**src/rtl/p2b_window_counter_pkg.sv**
```systemverilog
// Shared definitions for the pulse-to-binary window counter: data width,
// FSM state encoding and the count-to-output scale helper.
package p2b_window_counter_pkg;

  localparam int unsigned DATA_W = 16;

  typedef enum logic {
    IDLE  = 1'b0,
    COUNT = 1'b1
  } state_t;

  // Left shift that maps a one-count over 2^window_log2 samples onto DATA_W bits.
  function automatic int unsigned scale_shift(input int unsigned window_log2);
    return DATA_W - window_log2;
  endfunction

endpackage

```
**src/rtl/p2b_sat_scale.sv**
```systemverilog
// Scales a window one-count to the 16-bit probability scale; a full window
// (count == N) saturates to all ones instead of wrapping to zero.
module p2b_sat_scale
  import p2b_window_counter_pkg::*;
#(
  parameter int unsigned WINDOW_LOG2 = 8
) (
  input  logic [WINDOW_LOG2:0] ones_cnt,
  output logic [DATA_W-1:0]    scaled_c
);

  localparam int unsigned SHIFT = scale_shift(WINDOW_LOG2);

  // The MSB of the count is only set when every sample in the window was a one.
  always_comb begin
    scaled_c = DATA_W'(ones_cnt[WINDOW_LOG2-1:0]) << SHIFT;
    if (ones_cnt[WINDOW_LOG2]) begin
      scaled_c = '1;
    end
  end

endmodule

```
**src/rtl/p2b_window_counter.sv**
```systemverilog
// Counts ones on a stochastic bitstream over 2^WINDOW_LOG2 enabled samples
// and reports the scaled, saturated count with a one-cycle valid strobe.
module p2b_window_counter
  import p2b_window_counter_pkg::*;
#(
  parameter int unsigned WINDOW_LOG2 = 8,
  parameter bit          CONTINUOUS  = 1'b0
) (
  input  logic              clk,
  input  logic              rst,
  input  logic              start,
  input  logic              en,
  input  logic              pulsed_in,
  output logic [DATA_W-1:0] binary_out,
  output logic              out_valid,
  output logic              busy
);

  localparam int unsigned      CNT_W       = WINDOW_LOG2 + 1;
  localparam logic [CNT_W-1:0] LAST_SAMPLE = CNT_W'((1 << WINDOW_LOG2) - 1);

  state_t            state;
  state_t            state_next;
  logic [CNT_W-1:0]  sample_cnt;
  logic [CNT_W-1:0]  ones_cnt;
  logic [CNT_W-1:0]  ones_next;
  logic              sample_c;
  logic              done_c;
  logic              clear_c;
  logic [DATA_W-1:0] scaled_c;

  // Count including the sample taken at this edge, so completion sees the last bit.
  assign ones_next = ones_cnt + CNT_W'(pulsed_in);

  always_ff @(posedge clk) begin
    if (rst) begin
      state <= IDLE;
    end else begin
      state <= state_next;
    end
  end

  always_comb begin
    state_next = state;
    case (state)
      IDLE:    if (start) state_next = COUNT;
      COUNT:   if (done_c && !CONTINUOUS) state_next = IDLE;
      default: state_next = IDLE;
    endcase
  end

  // Per-state control strobes for the counters and the output register.
  always_comb begin
    sample_c = 1'b0;
    done_c   = 1'b0;
    clear_c  = 1'b0;
    case (state)
      IDLE:  clear_c = start;
      COUNT: begin
        sample_c = en;
        done_c   = en && (sample_cnt == LAST_SAMPLE);
      end
      default: ;
    endcase
  end

  p2b_sat_scale #(
    .WINDOW_LOG2(WINDOW_LOG2)
  ) u_sat_scale (
    .ones_cnt(ones_next),
    .scaled_c(scaled_c)
  );

  always_ff @(posedge clk) begin
    if (rst) begin
      sample_cnt <= '0;
      ones_cnt   <= '0;
      binary_out <= '0;
      out_valid  <= 1'b0;
      busy       <= 1'b0;
    end else begin
      out_valid <= done_c;
      busy      <= (state_next == COUNT);
      if (done_c) begin
        binary_out <= scaled_c;
      end
      if (clear_c || done_c) begin
        sample_cnt <= '0;
        ones_cnt   <= '0;
      end else if (sample_c) begin
        sample_cnt <= sample_cnt + CNT_W'(1);
        ones_cnt   <= ones_next;
      end
    end
  end

endmodule

```
**config.mk**
```make
export PLATFORM = sky130hd
export DESIGN_NAME = p2b_window_counter
export DESIGN_NICKNAME = d
export VERILOG_FILES = /design/src/rtl/p2b_window_counter_pkg.sv /design/src/rtl/p2b_sat_scale.sv /design/src/rtl/p2b_window_counter.sv
export SDC_FILE = /design/constraint.sdc
export NUM_CORES = 1
export LEC_CHECK = 0
export CORE_ASPECT_RATIO = 0.9
export CORE_UTILIZATION = 61
export DETAILED_ROUTE_END_ITERATION = 8
export DONT_BUFFER_PORTS = 1
export GPL_TIMING_DRIVEN = 0
export PLACE_DENSITY = 0.86
export SLEW_MARGIN = 40
export SYNTH_ARGS = -nofsm -noshare
export SYNTH_HDL_FRONTEND = slang
export SYNTH_SLANG_ARGS = --single-unit
```
**constraint.sdc**
```tcl
create_clock -name clk -period 2.2 [get_ports clk]
set_input_delay 0.33 -clock clk [delete_from_list [all_inputs] [get_ports clk]]
set_output_delay 0.33 -clock clk [all_outputs]
set_load 0.1 [all_outputs]
```
Yosys cells after proc, flatten, opt, wreduce, memory -nomap -nowiden. Index checks and enable logic that the tools add are counted.

Add/subtract/negate cells: 2. Multiply operators: 0. Divide/modulo/power cells: 0. Order comparisons: 0. Eq/ne operators: 1. Shifts and indexed selects: 0. Mux-type cells: 7. Bitwise operators: 1. Reductions and logical operators: 3.

Operators with widths (count): 16-bit two-way mux (1); 9-bit by 1-bit adder with 9-bit output (1); 9-bit by 1-bit adder with 9-bit output (second input constant) (1); 9-bit by 8-bit equality test with 1-bit output (second input constant) (1); 1-bit two-way mux (5); 1-bit case mux with 2 select lines (1); 2-bit OR reduction (1); 1-bit logical AND (1); 1-bit logical OR (1); 1-bit inverter (1).

Bits in registers: 36. Latch bits: 0. Memory bits (writable): 0. Bits in read-only memories: 0. Input bits: 5. Memories kept: 0.

Depth between registers and ports, before layout.
Depth after elaboration: 5. Gate-level depth with buffers: 8. Mapped depth without buffers: 7.

Hierarchy. Synthesis repeated with hierarchy kept, for this count alone.

Cells, all modules: 166. Area total of the unflattened synthesis: 1611.5 um^2.

By module, submodules not included: p2b_window_counter (instances 1, cells each 150, area each 1501.4 um^2, sequential area each 720.7 um^2); p2b_sat_scale (instances 1, cells each 16, area each 110.1 um^2, sequential area each 0.0 um^2).

Worst setup path before layout. No wires, ideal clock.

Kind: reg2reg. Start: reg, netlist name busy. End: reg ones_cnt[6]. Arrival: 1922 ps. Required time: 2072 ps. Path slack: 150 ps. Cell stages (with the launch flop): 6. Clock period less this slack: 2050 ps. Path through: dfxtp_1 -> and3_1 -> nor2_1 -> o21ai_2 -> clkbuf_1 -> nor2_1.

RTL lines: end signal, assigned (line p2b_window_counter.sv:92) `ones_cnt <= ones_next;`; end, declared (line p2b_window_counter.sv:25) `logic [CNT_W-1:0] ones_cnt;`.

Final worst setup path.
Start: reg sample_cnt[3]. End: reg sample_cnt[0].

Word-level cells in the longest chain between the ends: 5.

RTL lines: start, declared (line p2b_window_counter.sv:24) `logic [CNT_W-1:0] sample_cnt;`; start signal, assigned (line p2b_window_counter.sv:91) `sample_cnt <= sample_cnt + CNT_W'(1);`; 9-bit by 8-bit equality test with 1-bit output (line p2b_window_counter.sv:61) `done_c = en && (sample_cnt == LAST_SAMPLE);`; 1-bit logical AND (line p2b_window_counter.sv:61); 1-bit two-way mux (line p2b_window_counter.sv:57) `case (state)`; 1-bit logical OR (line p2b_window_counter.sv:87) `if (clear_c || done_c) begin`; 2-bit OR reduction (no source line).

No other way between the ends. A chain may end at the register's enable or synchronous reset.

==> results.md <==
* Status: finished clean
* Unrepaired setup endpoints after global routing: false
* Fin Clk Skew at about 0.0044 ns
* Row count at 15
* Syn Area/Cell at roughly 8.9 um2
* Post-DP HPWL at 1.78 mm
* Gp weighted congestion at 0.744
* CP dominant cell by count: and4_1
* Int Pwr at 0.000688 W
* Min-delay src: start
* Min Tclk post-route at 2.07 ns
* Max Cap Viol at 0
* Die Width at 51.6 um
* Tot Pwr at ~0.00089 W
* Crit-path slowest cell: dfxtp_1
* Max FO, Critical Path at 10
* Hold path endpoint: busy$_SDFF_PP0_
* Worst Setup SP: sample_cnt[3]$_SDFFE_PP0P_
* Cells after Synth at between 150 and 200
* CTS tree: built
* Worst slew pin tran at 0.630 ns
* Cell area after synthesis at 1350 um2
* PortBufs at 0
* Htree depth at 2
* Synth Register Bits at 29
* Flop pwr share at 61.0%
* Core area at between 2000 and 2500 um2
* Reg clk slew, reported paths at 0.08 ns
* Clock power frac at 35.4%
* CTS Hold Bufs at 0
* Worst skew pair latency at 0.31 ns
* DR pass1 iterations at 4
* Yosys warning count at 0
* DRC viols at 0
* CP peak stage delay at approximately 0.4 ns
* Crit Reg-Reg Endpoint: sample_cnt[0]$_SDFFE_PP0P_
* Crit share post-route at 93.9%
* GRT Util Overall at 23.7%
* Endpoints failing setup at 0
* CTS buffer count at 5
* Share of post-route cells with drive strength above 1 at 21.4%
* Top-Level Pins at 23
* Grt ovf at 0
* R2r startpoint: sample_cnt[3]$_SDFFE_PP0P_
* Cells after DPL at 177
* R2R depth at 8
* R2R Setup Slk at 0.13 ns
* Initial antenna violation count at 0
* Antenna viol nets, final at 0
* Post-Syn Nets at 161
* CTS root buffer: clkbuf_4
* Critical-path cell list: and4_1, and4_1, ha_1, and3_1, nor2_2, o21ai_2, clkbuf_4, nor2_1
* Vias in the first global route at 905
* Starting Density at 67.3%
* Hold depth at 1
* Normalized max-slew margin at 58.0%
* Fin. max-slew vios at 0
* CTS Sinks at 29
* Sw Pwr at 0.000200 W
* Crit path required time at 2.41 ns
* Top delay family on crit path: simple AND/OR/NAND/NOR gates
* Buf/Inv on CP at 1
* P_leak at 0.543 nW
* Crit path capture type: flop
* Comb power frac at 3.6%
* Fmax at 484 MHz
* Crit path launch type: flop
* Pin count of the biggest net entering global routing at 11
* Worst setup path class: reg -> reg
* Worst Hold Class: in -> reg
* Area grow syn2layout at 7.96%
* Detailed router's first-iteration violation count at 50
* Drt total wl at 2.48 mm
* Crit path DAT at ~2.3 ns
* Setup TNS at 0 ns
* Max rail drop VDD at 0.000446 V
* Vias at 1,055
* First-pass GRT wire length at between 4 and 5 mm
* Drt via density at 5.73
* Die H at roughly 47 um
* Synth cell types at 30
* Antenna cells at 0
* Wire per inst at 13.5 um
* Pwr/cell area at 609 nW/um2
* Hold slack at between 0.1 and 0.15 ns
* Switch share at 22.5%
* Die area at 2410 um2
* Final hold violation count at 0
* Nets at 168
* Non-Filler Instances at 184
* Longest Clk Path Bufs at 2
* Sequential fraction of the synthesis area at a little over two fifths
==> state kept, by name, summed over array words and instances (netlist names) <==
signal / cells
ones_cnt: 9
binary_out: 9
out_valid: 1
busy: 1
sample_cnt: 9
==> per-layer routing <==
layer,global-route usage [%],wire [um],up-vias
li1,-,-,535
met1,31.3,1200,472
met2,35.6,1080,44
met3,7.59,180,4
met4,9.73,23,0
met5,0,0,-
==> cell families (layout without fill, tap and decap cells) <==
logic type,Yosys count,count (layout),synth area share [%]
compound gates,19,19,10.3
fa+ha+maj,4,4,3.70
flops,29,29,43.0
buf+inv,15,22,6.30
simple gates,67,67,24.5
xor+xnor,18,18,12.2
==> Yosys cell counts, drive strengths merged <==
| cell | n | area [um2] |
|---|---|---|
| dfxtp | 29 | 581 |
| a21o | 1 | 7.51 |
| o21a | 3 | 22.5 |
| and4 | 4 | 36.3 |
| o32ai | 3 | 26.3 |
| xnor2 | 8 | 77.6 |
| nand4 | 3 | 18.8 |
| a311oi | 3 | 26.3 |
| ha | 4 | 50.1 |
| inv | 3 | 11.3 |
| nor4 | 1 | 6.26 |
| buf | 9 | 62.6 |
| o21ai | 2 | 13.8 |
| and3 | 1 | 6.26 |
| nor3 | 7 | 46.3 |
| nand2 | 14 | 52.6 |
| nand3 | 7 | 47.6 |
| clkbuf | 3 | 11.3 |
| a21oi | 4 | 20.0 |
| nand2b | 1 | 6.26 |
| nor2 | 28 | 105 |
| and2 | 1 | 6.26 |
| xor2 | 10 | 87.6 |
| a211oi | 3 | 22.5 |
==> stage by stage <==
step	setup slack, ns	util, %	cell area, um2
global route	0.00369	72.6	1460
floorplan	0.150	-	1350
finish	0.133	72.6	1460
global placement	-0.153	68.8	1380
detailed placement	-0.0241	69.5	1400
CTS	0.0879	72.3	1450
==> power groups by stage <==
| stage | logic (W) | registers [W] | clock network [W] |
|---|---|---|---|
| after CTS | 0.0000302 | 0.000542 | 0.000324 |
| after global placement | 0.0000285 | 0.000554 | 0 |
| after floorplan | 0.0000222 | 0.000553 | 0 |
| after detailed placement | 0.0000294 | 0.000554 | 0 |
| final | 0.0000316 | 0.000542 | 0.000315 |
| after global routing | 0.0000346 | 0.000543 | 0.000350 |
==> cells in the final DEF, fill, tap and decap left out, drive strengths merged <==
cell / count
buf: 9
xnor2: 8
ha: 4
o21a: 3
nor2: 28
and4: 4
o21ai: 2
nand3: 7
clkbuf: 10
a211oi: 3
nand4: 3
nor4: 1
a21oi: 4
a21o: 1
inv: 3
xor2: 10
nor3: 7
nand2: 14
o32ai: 3
and2: 1
and3: 1
a311oi: 3
dfxtp: 29
nand2b: 1
==> worst max path at each step <==
stage / to / slack, ns / cells after the start
finish: sample_cnt[0]$_SDFFE_PP0P_ / 0.13 / 8
global route: sample_cnt[0]$_SDFFE_PP0P_ / 0.004 / 8
CTS: sample_cnt[0]$_SDFFE_PP0P_ / 0.09 / 8
detailed placement: sample_cnt[0]$_SDFFE_PP0P_ / -0.02 / 8
global placement: sample_cnt[0]$_SDFFE_PP0P_ / -0.15 / 5
floorplan: ones_cnt[6]$_SDFFE_PP0P_ / 0.15 / 5
==> cell type report <==
cell class                 instances  area (um2)
buffer                            12        78.8
clock buffer                       7        55.1
fill                             142         549
inverter                           3        11.3
multi-input combinational        108         688
sequential                        29         594
tap                               25        31.3
==> repair_timing <==
| action | CTS | global route |
|---|---|---|
| setup endpoints to repair | 10 | 12 |
| gates resized for setup | 1 | 5 |
| setup buffers | 0 | 0 |
Power figures use the tool's default switching activity.
